===== config.mk =====
export PLATFORM = sky130hd
export DESIGN_NAME = multicycle_control
export DESIGN_NICKNAME = d
export VERILOG_FILES = /design/src/rtl/multicycle_control.sv
export SDC_FILE = /design/constraint.sdc
export NUM_CORES = 1
export LEC_CHECK = 0
export ABC_AREA = 0
export CORE_UTILIZATION = 37
export CTS_BUF_LIST = sky130_fd_sc_hd__clkbuf_8 sky130_fd_sc_hd__clkbuf_16
export DETAILED_ROUTE_END_ITERATION = 10
export PLACE_DENSITY = 0.74
export SLEW_MARGIN = 15
export SYNTH_ARGS = -nofsm -noshare
export SYNTH_HDL_FRONTEND = slang
export SYNTH_SLANG_ARGS = --single-unit

===== constraint.sdc =====
create_clock -name clk -period 2.5 [get_ports clk]
set_clock_uncertainty 0.05 [all_clocks]
set_input_delay 0.75 -clock clk [delete_from_list [all_inputs] [get_ports clk]]
set_output_delay 0.75 -clock clk [all_outputs]
set_load 0.02 [all_outputs]

===== src/rtl/multicycle_control.sv =====
// multicycle_control
//   Main control FSM for the multicycle MIPS datapath. It steps one instruction
//   through fetch, decode, execute, memory and writeback. It drives every
//   datapath enable and mux select, plus the 2-bit ALU_op for ALU_Control.
//   Memory accesses stall on mem_ready.
//
// Ports
//   clk          rising-edge clock
//   rst          asynchronous active-high reset
//   opcode[5:0]  IR[31:26], stable outside FETCH
//   mem_ready    memory completes the current access this cycle
//   PCWrite, PCWriteCond, PCSource[1:0]   PC update controls
//   IorD, MemRead, MemWrite, IRWrite      memory / IR controls
//   MemtoReg, RegDst, RegWrite            register file controls
//   ALUSrcA, ALUSrcB[1:0], ALU_op[1:0]    ALU operand / operation controls
//   instr_done   pulse on the final cycle of each instruction
//   illegal_op   pulse on decode of an unsupported opcode
//
// Build option
//   MULTICYCLE_ADDI_EN  when defined, opcode 001000 (addi) runs through
//                       ADDIEX/ADDIWB; otherwise it decodes as illegal.
//
// state  | meaning
// RST    | post-reset hold, all outputs 0
// FETCH  | read instruction at PC, PC+4, wait on mem_ready
// DECODE | register read, branch target in ALUOut
// MEMADR | lw/sw effective address
// MEMRD  | lw data read, wait on mem_ready
// MEMWB  | lw write-back from MDR
// MEMWR  | sw data write, wait on mem_ready
// EXEC   | R-type ALU operation
// ALUWB  | R-type write-back to rd
// BRANCH | beq compare and conditional PC load
// JUMP   | j target PC load
// ADDIEX | addi ALU operation (build option)
// ADDIWB | addi write-back to rt (build option)

module multicycle_control (
  input  logic       clk,
  input  logic       rst,
  input  logic [5:0] opcode,
  input  logic       mem_ready,
  output logic       PCWrite,
  output logic       PCWriteCond,
  output logic [1:0] PCSource,
  output logic       IorD,
  output logic       MemRead,
  output logic       MemWrite,
  output logic       IRWrite,
  output logic       MemtoReg,
  output logic       RegDst,
  output logic       RegWrite,
  output logic       ALUSrcA,
  output logic [1:0] ALUSrcB,
  output logic [1:0] ALU_op,
  output logic       instr_done,
  output logic       illegal_op
);

  localparam logic [5:0] OP_RTYPE = 6'b000000;
  localparam logic [5:0] OP_LW    = 6'b100011;
  localparam logic [5:0] OP_SW    = 6'b101011;
  localparam logic [5:0] OP_BEQ   = 6'b000100;
  localparam logic [5:0] OP_J     = 6'b000010;
`ifdef MULTICYCLE_ADDI_EN
  localparam logic [5:0] OP_ADDI  = 6'b001000;
`endif

  typedef enum logic [3:0] {
    ST_RST    = 4'd0,
    ST_FETCH  = 4'd1,
    ST_DECODE = 4'd2,
    ST_MEMADR = 4'd3,
    ST_MEMRD  = 4'd4,
    ST_MEMWB  = 4'd5,
    ST_MEMWR  = 4'd6,
    ST_EXEC   = 4'd7,
    ST_ALUWB  = 4'd8,
    ST_BRANCH = 4'd9,
    ST_JUMP   = 4'd10
`ifdef MULTICYCLE_ADDI_EN
    ,
    ST_ADDIEX = 4'd11,
    ST_ADDIWB = 4'd12
`endif
  } state_t;

  state_t state_q, state_d;
  // Cleared by reset, set on the first edge after release; RST only advances
  // once it is set, so RST covers one full cycle after reset deasserts.
  logic   rst_dly_q, rst_dly_d;

  always_ff @(posedge clk or posedge rst) begin
    if (rst) begin
      state_q   <= ST_RST;
      rst_dly_q <= 1'b0;
    end else begin
      state_q   <= state_d;
      rst_dly_q <= rst_dly_d;
    end
  end

  always_comb begin
    rst_dly_d = 1'b1;
    state_d   = ST_RST;
    case (state_q)
      ST_RST:    state_d = rst_dly_q ? ST_FETCH : ST_RST;
      ST_FETCH:  state_d = mem_ready ? ST_DECODE : ST_FETCH;
      ST_DECODE: begin
        case (opcode)
          OP_LW, OP_SW: state_d = ST_MEMADR;
          OP_RTYPE:     state_d = ST_EXEC;
          OP_BEQ:       state_d = ST_BRANCH;
          OP_J:         state_d = ST_JUMP;
`ifdef MULTICYCLE_ADDI_EN
          OP_ADDI:      state_d = ST_ADDIEX;
`endif
          default:      state_d = ST_FETCH;
        endcase
      end
      ST_MEMADR: state_d = (opcode == OP_SW) ? ST_MEMWR : ST_MEMRD;
      ST_MEMRD:  state_d = mem_ready ? ST_MEMWB : ST_MEMRD;
      ST_MEMWB:  state_d = ST_FETCH;
      ST_MEMWR:  state_d = mem_ready ? ST_FETCH : ST_MEMWR;
      ST_EXEC:   state_d = ST_ALUWB;
      ST_ALUWB:  state_d = ST_FETCH;
      ST_BRANCH: state_d = ST_FETCH;
      ST_JUMP:   state_d = ST_FETCH;
`ifdef MULTICYCLE_ADDI_EN
      ST_ADDIEX: state_d = ST_ADDIWB;
      ST_ADDIWB: state_d = ST_FETCH;
`endif
      default:   state_d = ST_RST;
    endcase
  end

  // Moore decode; only the FETCH PC/IR loads and the MEMWR done pulse look at
  // mem_ready. Because RST decodes to all zeros, asserting rst kills any
  // write-back in flight without waiting for a clock edge.
  always_comb begin
    PCWrite     = 1'b0;
    PCWriteCond = 1'b0;
    PCSource    = 2'b00;
    IorD        = 1'b0;
    MemRead     = 1'b0;
    MemWrite    = 1'b0;
    IRWrite     = 1'b0;
    MemtoReg    = 1'b0;
    RegDst      = 1'b0;
    RegWrite    = 1'b0;
    ALUSrcA     = 1'b0;
    ALUSrcB     = 2'b00;
    ALU_op      = 2'b00;
    instr_done  = 1'b0;
    illegal_op  = 1'b0;
    case (state_q)
      ST_FETCH: begin
        MemRead = 1'b1;
        ALUSrcB = 2'b01;
        IRWrite = mem_ready;
        PCWrite = mem_ready;
      end
      ST_DECODE: begin
        ALUSrcB = 2'b11;
        case (opcode)
          OP_LW, OP_SW, OP_RTYPE, OP_BEQ, OP_J: illegal_op = 1'b0;
`ifdef MULTICYCLE_ADDI_EN
          OP_ADDI:                              illegal_op = 1'b0;
`endif
          default:                              illegal_op = 1'b1;
        endcase
      end
      ST_MEMADR: begin
        ALUSrcA = 1'b1;
        ALUSrcB = 2'b10;
      end
      ST_MEMRD: begin
        MemRead = 1'b1;
        IorD    = 1'b1;
      end
      ST_MEMWB: begin
        RegWrite   = 1'b1;
        MemtoReg   = 1'b1;
        instr_done = 1'b1;
      end
      ST_MEMWR: begin
        MemWrite   = 1'b1;
        IorD       = 1'b1;
        instr_done = mem_ready;
      end
      ST_EXEC: begin
        ALUSrcA = 1'b1;
        ALU_op  = 2'b10;
      end
      ST_ALUWB: begin
        RegWrite   = 1'b1;
        RegDst     = 1'b1;
        instr_done = 1'b1;
      end
      ST_BRANCH: begin
        ALUSrcA     = 1'b1;
        ALU_op      = 2'b01;
        PCWriteCond = 1'b1;
        PCSource    = 2'b01;
        instr_done  = 1'b1;
      end
      ST_JUMP: begin
        PCWrite    = 1'b1;
        PCSource   = 2'b10;
        instr_done = 1'b1;
      end
`ifdef MULTICYCLE_ADDI_EN
      ST_ADDIEX: begin
        ALUSrcA = 1'b1;
        ALUSrcB = 2'b10;
      end
      ST_ADDIWB: begin
        RegWrite   = 1'b1;
        instr_done = 1'b1;
      end
`endif
      default: ;
    endcase
  end

endmodule


# Word level (Yosys, flattened, before mapping)
# Cells that the tools add are included.
# op_classes
eq_ne	14
n_mux	23
reduce_logical	9
# ops
op	n
one-hot mux 4 bit (8 select lines)	1
== test 4 x 3 -> 1 bit (second input constant)	4
one-hot mux 4 bit (4 select lines)	1
two-way mux 1 bit	13
== test 4 bit (second input constant)	3
== test 6 bit (second input constant)	2
== test 4 x 2 -> 1 bit (second input constant)	2
one-hot mux 2 bit (2 select lines)	2
OR reduction 2 bit	4
== test 6 x 2 -> 1 bit (second input constant)	1
== test 6 x 3 -> 1 bit (second input constant)	1
zero test 6 bit	1
one-hot mux 2 bit (3 select lines)	1
OR reduction 5 bit	1
== test 4 x 1 -> 1 bit (second input constant)	1
zero test 4 bit	1
two-way mux 2 bit	2
one-hot mux 1 bit (2 select lines)	2
OR reduction 4 bit	1
two-way mux 3 bit	1
OR reduction 3 bit	1
# totals
register_bits	5
in_bits	9
output_inout_bits	18
elab_cells	48

# Logic depth before layout (Yosys ltp)
# depth
ltp_word	4
depth_mapped	4

# Least setup slack after synthesis
# Ideal clock, no wire load.
# synth_path
path_type	in2out
from	input mem_ready
to	output PCWrite
t_arrival_ns	1.612
path_slack_ns	0.088
cell_stages	3
cell_sequence	nand3b_1 -> nor3_1 -> or2_2
# synth_via
elab_chain_len	1
# synth_lines
element	line	rtl
start, declared	42	input logic mem_ready,
one-hot mux 1 bit (2 select lines)	156	case (state_q)
end, declared	43	output logic PCWrite,
# Every way passes these cells.

# Worst setup path after layout
# layout_path
from	input opcode[0]
to	output illegal_op
# layout_via
elab_chain_len	4
word_cells_on_any_way	8
# layout_lines
element	line	rtl
start, declared	41	input logic [5:0] opcode,
== test 6 bit, or another cell as far along	165	case (opcode)
OR reduction 5 bit (*)	165	
two-way mux 1 bit (*)	165	
two-way mux 1 bit (*)	156	
end, declared	57	output logic illegal_op
# Every way passes the cells marked *; elsewhere a longest branch is shown, timed or not.

==> flow_summary.json <==
{
  "status": "finished, violations left",
  "violations": "negative setup slack",
  "fin_area_um2": 992,
  "final_hold_viol_count": 0,
  "sequentialPowerShare": 0.138,
  "ir_worst_vdd_v": 0.000625,
  "core_area_um2": 1190,
  "p_comb_frac": 0.718,
  "io_pins": 27,
  "finalWorstSetupSlack_ns": -0.0323,
  "first_global_vias": 658,
  "port-buffer-count": 26,
  "cp-start-kind": "primary input",
  "synth-warning-count": 0,
  "cts.clk_slew.worst_paths_ns": 0.04,
  "leakagePower_nw": 0.554,
  "yosys.cell_count.top_type": "nor2_1",
  "area_growth_pct": 95.3,
  "syn_nets": 75,
  "grt.total_usage": 0.260,
  "synth_top_area_frac": 0.246,
  "path_class": "primary input to output port",
  "clock_power_share": 0.144,
  "power.total_mw": 1.02,
  "yosysUniqueCellTypes": 37,
  "cp_data_arrival_time_ns": 1.73,
  "min_to": "state_q[1]",
  "drive_gt1_frac": 0.385,
  "period_minus_slack_ns": 2.53,
  "cap_violations": 0,
  "avgSynthCellArea_um2": 7.70,
  "n_antenna_cell": 0,
  "tritoncts": "yes",
  "p_sw_frac": 0.423,
  "ys_seq_area_frac": 0.246,
  "synth-seq-cells": 5,
  "grt_max_degree": 9,
  "reg2reg_from": "state_q[1]",
  "routabilityCongestion": 0.764,
  "num_vias": 695,
  "hold_buffers": 0,
  "r2r_cells": 12,
  "ys_top_cells_by_count": "7 x nor2_1, 6 x nand2b_1, 5 x dfrtp_1",
  "ant_nets": 0,
  "r2r_slack_ns": 0.33,
  "drc": 0,
  "rsz0062_at_grt": "yes",
  "wl_per_cell_um": 13.8,
  "hold_path_depth": 2,
  "dpl_cell_area_um2": 883,
  "cp.required_ns": 1.70,
  "setup_violations": 1,
  "period_share": 1.01,
  "dieArea_um2": 1530,
  "internal-power_mw": 0.587,
  "slew_viol_final": 0,
  "grt_pass1_wl_um": 2730,
  "maxClockFrequency_mhz": 395,
  "r2r-end": "state_q[1]",
  "worstHoldStart": "state_q[3]",
  "syn_inst": 66,
  "synthFlopType": "dfrtp_1",
  "synth_edf_count": 0,
  "power_density_nw_per_um2": 1030,
  "firstDrtPassIters": 4,
  "cp-end-kind": "output port",
  "rows": 12,
  "drt_iter0_markers": 5,
  "p_switching_mw": 0.430,
  "die_w_um": 39.1,
  "start_util": 0.428,
  "synth_top_area_cell": "dfrtp_1",
  "numCtsBuffers": 3,
  "synthesis.area_um2": 508,
  "htreeDepth": 1,
  "cts_root_buf": "clkbuf_8",
  "place_hpwl_um": 1120,
  "wirelength_um": 1800,
  "die_h_um": 39.1,
  "synth_area_leaders": "dfrtp_1 25%, nand2b_1 7.4%, nor2_1 5.2%",
  "cts.sinks": 5,
  "grt.overflow.total": 0,
  "worstPathMaxFanout": 3,
  "fin_nets": 127,
  "async_reset_ff_frac": 1.00,
  "routed_via_density": 5.31,
  "hp-class": "register to register",
  "grt_antenna_before_repair": 0,
  "clkLatencyLatePin_ns": 0.22,
  "clock_path_buffers": 2
}
==> flip-flops by register name (all words and copies together), names as in the netlist <==
name / count
state_q: 4
rst_dly_q: 1
==> cell families after synthesis <==
group,share of synthesized area
and+or+nand+nor,0.382
AOI/OAI and AO/OA,0.222
buffers and inverters,0.0665
DFF,0.246
xor gates and xnor gates,0.0345
muxes,0.0419
other,0.00738
==> through the flow <==
stage | instances | util | TNS [ns] | hold WS (ns) | setup WS [ns]
2_1_floorplan | 66 | - | 0 | 0.479 | 0.0883
3_3_place_gp | 117 | 0.745 | -2.33 | 0.694 | -0.759
3_5_place_dp | 117 | 0.745 | -2.37 | 0.714 | -0.782
4_1_cts | 130 | 0.825 | -0.0875 | 0.705 | -0.0875
5_1_grt | 131 | 0.836 | -0.0514 | 0.717 | -0.0514
6_report | 131 | 0.836 | -0.0323 | 0.704 | -0.0323
==> metal layers <==
layer / vias to the layer above / global-route usage / wire length [µm]
li1: 335 / - / -
met1: 327 / 0.253 / 680
met2: 31 / 0.575 / 1030
met3: 2 / 0.0231 / 80
met4: 0 / 0.0259 / 10
met5: - / 0 / 0
==> worst max-delay path: stages <==
cell	delay [ns]
buf_8	0.10
or4_4	0.53
o211a_1	0.23
buf_6	0.13
==> cell type report <==
type	count	area, µm²
timing repair buffer	53	440
multi-input combinational	54	359
fill	77	194
sequential	5	126
clock buffer	3	41.3
tap	14	17.5
clock inverter	1	3.75
inverter	1	3.75
==> cells in the final DEF, fill, tap and decap left out, types with 3 or more instances in the layout <==
cell type and n:
nor2_1 7, clkdlybuf4s50_1 5, nor3_1 4, buf_4 28
dlymetal6s2s_1 4, dlygate4sd2_1 9, dfrtp_1 4, buf_2 3
nand2b_1 5, clkbuf_8 3, nand2_1 4
==> power by group through the flow <==
stage / registers [mW] / clock network, mW / logic, mW
final: 0.141 / 0.146 / 0.730
after global routing: 0.146 / 0.148 / 0.782
after CTS: 0.139 / 0.145 / 0.724
after detailed placement: 0.140 / 0 / 0.696
after global placement: 0.139 / 0 / 0.690
after floorplan: 0.129 / 0 / 0.383
==> worst max path at each step <==
stage,to,start,cells after the start
final,illegal_op,opcode[0],4
after detailed placement,illegal_op,opcode[0],4
after floorplan,PCWrite,mem_ready,3
after global routing,illegal_op,opcode[0],4
after CTS,illegal_op,opcode[3],4
after global placement,illegal_op,opcode[0],4
==> what timing repair did <==
action | 4_1_cts | 5_1_grt
pin swaps | 3 | 4
resized for setup | 39 | 16
setup buffers | 9 | 1
setup endpoints to repair | 12 | 9
No activity file was read; power rests on OpenSTA's default activity.
==> variant 1: new RTL, same flow settings <==
Add a define of `MULTICYCLE_ADDI_EN`.
--- a/src/rtl/multicycle_control.sv
+++ b/src/rtl/multicycle_control.sv
@@ -35,6 +35,8 @@
 // ADDIEX | addi ALU operation (build option)
 // ADDIWB | addi write-back to rt (build option)
 
+`define MULTICYCLE_ADDI_EN
+
 module multicycle_control (
   input  logic       clk,
   input  logic       rst,
Behaviour: not the same (Yosys sat finds a counterexample within 4 cycles, from zero or initial values and one cycle with rst high).
==> variant 1 against the unedited design <==
Sequential cell count did not move. Final area up 3.3%. Register-to-register slack improved by 0.71 ns. Synthesized area increased by 19%. Setup slack improved by 0.063 ns. Non-clock buffer count shrank 4. Sequential share of layout area is 0.28 points lower. Combinational power shrank 13%. Clock power shrank 3%. Total power is 7.8% lower. Count of clock-buffer cells in the layout is the same. Wire length is 9.4% lower. Critical path type unchanged. Critical endpoint is now instr_done. Largest power group unchanged.
==> variant 1: results (changes against the unedited design) <==
* Status: completed
* Register area share after synthesis at 20.7% (-4.0 points)
* DRT antenna net count at 0 (unchanged)
* Worst reg2reg setup slack at 1.04 ns (+0.71 ns)
* Share of the synthesized area in the top cell type at 20.7% (-4.0 points)
* RR Endpoint: state_q[2]$_DFF_PP0_
* Distinct cells, synth at 41 (+11%)
* Top_reg_cell synth: dfrtp_1
* CP max FO at 6 (+3)
* Initial DRC Count at 16 (+11)
* Worst r2r src: state_q[3]$_DFF_PP0_
* DP Wirelength at 1.34 mm (+20%)
* Hold EP: state_q[0]$_DFF_PP0_
* Hold path start: rst_dly_q$_DFF_PP0_
* Vias in the first global route at 683 (+3.8%)
* CTS clk-pin slew, worst paths at 0.03 ns
* H-tree depth at 1 (unchanged)
* Worst Reg-to-Reg Cells at 4 (-8)
* Clock Path Buffers at 2 (unchanged)
* Placed cell area at 985 um2 (+11%)
* Fin nets at 132 (+3.9%)
* Routability cong. at 0.784 (+2.6%)
* Share of cells above drive strength 1 at 35.2% (-3.2 points)
* Async set or reset register ratio after synthesis at 100% (unchanged)
* Routed WL per cell at 11.8 um (-14%)
* First-pass GRT wire length at 2.81 mm (+2.8%)
* Switch share at 43.3% (+1.0 points)
* Num CTS Buffers at 3 (unchanged)
* Post-synth top cells: nor2_1, dfrtp_1, o21ai_0
* Worst-Skew Late Latency at 0.22 ns (about the same)
* Synth Net Count at 87 (+16%)
* Peak supply drop at 0.000982 V (+57%)
* Total GRT Usage at 20.1% (-6.0 points)
* CP delay by family, top: buffers and inverters
* Drt pass-1 iters at 4 (unchanged)
* Slowest-stage cell, CP: clkdlybuf4s15_2
* Slowest Stage Delay on Critical Path at 0.25 ns (-0.28 ns)
* Hold depth at 2 (unchanged)
* Synth area leaders: dfrtp_1, nor2_1, nand2b_1
* Lkg Pwr at 0.520 nW (-6.1%)
* Hold Path Class: register to register
* Pin count of the biggest net entering global routing at 12 (+3)
* Synth Warn # at 0 (unchanged)
* Pre-CTS setup slack at -0.651 ns (+0.131 ns)
* Clk root buf: clkbuf_8
* Largest registers: state_q: 4 flops, rst_dly_q: 1 flops
* Initial antenna violation count at 0 (unchanged)
* N_diodes at 0 (unchanged)
* Via density per instance at 5.18 (-2.3%)
* Fillers at 146 (+90%)
* Count of input and output buffers at 26 (unchanged)
-- variant 1: changes by cell type in the layout (fill, tap and decap cells not counted), sizes merged, moves of 3 or more --
cell | before | now
buf | 33 | 25
a21oi | 1 | 4
dlygate4sd2 | 9 | 19
dlymetal6s2s | 4 | 0
clkdlybuf4s15 | 0 | 4
nor2 | 7 | 12
clkdlybuf4s50 | 5 | 1
-- variant 1: power groups by stage --
| stage | Combinational [W] | Clock (W) | Sequential [W] |
|---|---|---|---|
| after detailed placement | 0.000687 | 0 | 0.000161 |
| after global placement | 0.000674 | 0 | 0.000160 |
| after floorplan | 0.000440 | 0 | 0.000121 |
| after CTS | 0.000636 | 0.000142 | 0.000162 |
| after global routing | 0.000688 | 0.000147 | 0.000170 |
| final | 0.000635 | 0.000141 | 0.000162 |
-- variant 1: timing repair --
action,in CTS,in global routing
pin swaps,3,1
setup buffers,1,0
endpoints found under the setup margin,18,1
resized for setup,41,4
-- variant 1: per-stage QoR --
step                      hold slack (ns)  cells
after global routing                0.629    138
after global placement              0.516    133
final                               0.578    138
after floorplan                     0.466     78
after CTS                           0.580    138
after detailed placement            0.536    133
-- variant 1: cell families after synthesis --
group                  count (synthesis)  synth area share (%)
XOR/XNOR                               2                  2.89
other                                  1                 0.619
AND/OR/NAND/NOR                       37                  37.6
flip-flops                             5                  20.7
AO/OA/AOI/OAI                         20                  23.8
multiplexers                           1                  1.65
buffers and inverters                 12                  12.8
-- variant 1: cell type report --
cell class	count	area (um2)	area share, %
clock inverter	1	3.75	0.366
timing repair buffer	49	404	39.4
multi-input combinational	61	417	40.7
clock buffer	3	41.3	4.03
inverter	3	11.3	1.10
tap	16	20.0	1.95
sequential	5	128	12.5
-- variant 1: worst max path at each step --
stage / endpoint / slack [ns] / startpoint / cells past startpoint
after floorplan: illegal_op / 0.28 / opcode[3] / 4
final: instr_done / 0.03 / mem_ready / 5
after global routing: instr_done / 0.008 / mem_ready / 5
after global placement: illegal_op / -0.60 / opcode[0] / 5
after CTS: illegal_op / 0.03 / opcode[2] / 5
after detailed placement: illegal_op / -0.65 / opcode[0] / 5
-- variant 1: worst min-delay path, cell delays in order, from the launching register on --
cell       delay (ns)
dfrtp_1          0.32
o311ai_0         0.12
nand4bb_1        0.14
-- variant 1: layer usage --
| layer | GRT usage [%] | wire (um) | part of all wire, % | vias to the layer above |
|---|---|---|---|---|
| li1 | - | - | - | 362 |
| met1 | 24.2 | 736 | 45 | 329 |
| met2 | 37.8 | 825 | 50 | 24 |
| met3 | 3.45 | 71 | 4.3 | 0 |
| met4 | 1.88 | 0 | 0 | 0 |
| met5 | 0 | 0 | 0 | - |
==> variant 2: new RTL, same settings <==
Made on the original files. Encoding of `state_t`: now one-hot (11 bits for 11 states).
--- a/src/rtl/multicycle_control.sv
+++ b/src/rtl/multicycle_control.sv
@@ -66,18 +66,18 @@
   localparam logic [5:0] OP_ADDI  = 6'b001000;
 `endif
 
-  typedef enum logic [3:0] {
-    ST_RST    = 4'd0,
-    ST_FETCH  = 4'd1,
-    ST_DECODE = 4'd2,
-    ST_MEMADR = 4'd3,
-    ST_MEMRD  = 4'd4,
-    ST_MEMWB  = 4'd5,
-    ST_MEMWR  = 4'd6,
-    ST_EXEC   = 4'd7,
-    ST_ALUWB  = 4'd8,
-    ST_BRANCH = 4'd9,
-    ST_JUMP   = 4'd10
+  typedef enum logic [10:0] {
+    ST_RST    = 11'b00000000001,
+    ST_FETCH  = 11'b00000000010,
+    ST_DECODE = 11'b00000000100,
+    ST_MEMADR = 11'b00000001000,
+    ST_MEMRD  = 11'b00000010000,
+    ST_MEMWB  = 11'b00000100000,
+    ST_MEMWR  = 11'b00001000000,
+    ST_EXEC   = 11'b00010000000,
+    ST_ALUWB  = 11'b00100000000,
+    ST_BRANCH = 11'b01000000000,
+    ST_JUMP   = 11'b10000000000
 `ifdef MULTICYCLE_ADDI_EN
     ,
     ST_ADDIEX = 4'd11,
Formal check against the unedited RTL: no difference found for any inputs over 10 cycles, from zero or initial values and one cycle with rst high; not proved beyond that.
==> variant 2 against the unedited design <==
The run still ends with setup timing left. Sequential cell count up 7. Final area up 87%. Wire length up 100%. Synthesized area up 79%. Total power up 1.8%. Critical path depth up 1. Setup slack worse by 0.45 ns. Combinational power down 19%. Hold slack worse by 0.19 ns. Critical path type is now register to primary output. Largest cell class is now multi-input gates. Highest routed layer unchanged.
==> variant 2: results (changes against the unedited design) <==
* Vias in the first global route at 1146 (+74%)
* Pin count of the biggest net entering global routing at 13 (+4)
* Initial antenna violation count at 0 (unchanged)
* Post-synthesis adder-cell area fraction at 0% (unchanged)
* Register area share after synthesis at 33.2% (+8.6 points)
* Total GRT Usage at 27.9% (+1.8 points)
* Post-CTS Setup Repair Bufs at 6 (-3)
* Routed metal-1 wire length at 1.35 mm (+99%)
* Largest registers: state_q: 11 flops, rst_dly_q: 1 flops
* Clk root buf: clkbuf_8
* Hold Path Class: register to register
* Post-synth top cells: dfrtp_1, nor3_1, nand2_1, nor2_1
* Clock Path Buffers at 2 (unchanged)
* Worst Path Arrival at 2.18 ns (+0.45 ns)
* Compound-Gate Fraction of Synth Area at 12.7% (-9.5 points)
* Met3 wire len at 157 um (+96%)
* Synth Net Count at 115 (+53%)
* First-pass GRT wire length at 5.26 mm (+93%)
* Post_cts resized at 120 (+210%)
* Met1 Use GR at 28.5% (+3.2 points)
* Worst reg2reg setup slack at 0.42 ns (+0.09 ns)
* Worst r2r src: state_q[3]$_DFF_PP0_
* Metal2 WL at 1.93 mm (+88%)
* Setup violators final at 13 (+12)
* RR Endpoint: state_q[1]$_DFF_PP0_
* Seq power at 0.000232 W (+65%)
* Fillers at 134 (+74%)
* WS Path Type: register to primary output
* Pre-CTS setup slack at -0.719 ns (+0.0633 ns)
* Met2 global-route usage at 51.3% (-6.2 points)
* Distinct cells, synth at 37 (unchanged)
* Async set or reset register ratio after synthesis at 100% (unchanged)
* Clock share of power at 20.3% (+5.9 points)
* Worst Reg-to-Reg Cells at 9 (-3)
* Final wirelength at 3.61 mm (+100%)
* Switch share at 37.3% (-5.0 points)
* Mux share of post-synthesis cell area at 0% (-4.2 points)
* Failing checks: setup timing
* Syn Inst Count at 106 (+61%)
* Int Pwr at 0.000649 W (+11%)
* Setup crit end: MemRead
* Initial DRC Count at 32 (+27)
* Status: complete, but fails checks
* Fin nets at 196 (+54%)
* Synth area leaders: dfrtp_1, buf_6, nor3_1
* Slowest-stage cell, CP: or4_4
* Routability cong. at 0.878 (+15%)
* Fin worst setup slack at -0.482 ns (-0.450 ns)
* Lkg Pwr at 0.874 nW (+58%)
* Synth Area in XOR/XNOR at 3.86% (+0.41 points)
* DP Wirelength at 2.18 mm (+94%)
* Worst-Skew Late Latency at 0.24 ns (+0.02 ns)
* CP max FO at 2 (-1)
* Met3 Track Usage GR at 4.97% (+2.7 points)
* Routed via count at 1187 (+71%)
* Share of cells above drive strength 1 at 62.4% (+24 points)
* Peak supply drop at 0.000583 V (-6.6%)
variant 2: changes by cell type after synthesis, moves of 4 or more:
cell / unedited run / this run
nor4b_1: 1 / 5
clkbuf_1: 4 / 0
nand3_1: 0 / 4
dfrtp_1: 5 / 11
nor3_1: 4 / 11
buf_6: 0 / 5
inv_1: 1 / 5
nand2_1: 4 / 8
variant 2: how the worst min path moves through the flow:
stage / start / end / slack [ns] / cells past startpoint
after detailed placement: rst_dly_q$_DFF_PP0_ / state_q[0]$_DFF_PP1_ / 0.51 / 3
after global placement: rst_dly_q$_DFF_PP0_ / state_q[0]$_DFF_PP1_ / 0.48 / 3
after global routing: rst_dly_q$_DFF_PP0_ / state_q[0]$_DFF_PP1_ / 0.55 / 3
final: rst_dly_q$_DFF_PP0_ / state_q[0]$_DFF_PP1_ / 0.51 / 3
after CTS: rst_dly_q$_DFF_PP0_ / state_q[0]$_DFF_PP1_ / 0.52 / 3
after floorplan: rst_dly_q$_DFF_PP0_ / state_q[0]$_DFF_PP1_ / 0.44 / 3
variant 2: per-stage QoR:
stage	instance area, um2	util, %	setup TNS (ns)	instances
5_1_grt	1850	82.2	-5.14	214
4_1_cts	1730	76.6	-3.31	208
3_5_place_dp	1520	67.3	-8.41	198
2_1_floorplan	955	-	-1.31	106
6_report	1850	82.2	-4.45	214
3_3_place_gp	1520	67.3	-7.92	198
variant 2: layout make-up:
class                   count  share of cell area, %
clock buffers               4                   2.97
inverters                   5                   1.01
multi-input cells          83                   40.8
flip-flops and latches     12                   16.3
well taps                  28                   1.89
repair buffers             82                   37.1
variant 2: worst register-to-register path: stages (launching register included):
cell,delay [ns]
dfrtp_1,0.38
or4_4,0.54
buf_4,0.15
buf_6,0.12
buf_4,0.15
nor4_4,0.18
nand2_1,0.12
buf_4,0.14
buf_4,0.12
nand4b_1,0.07
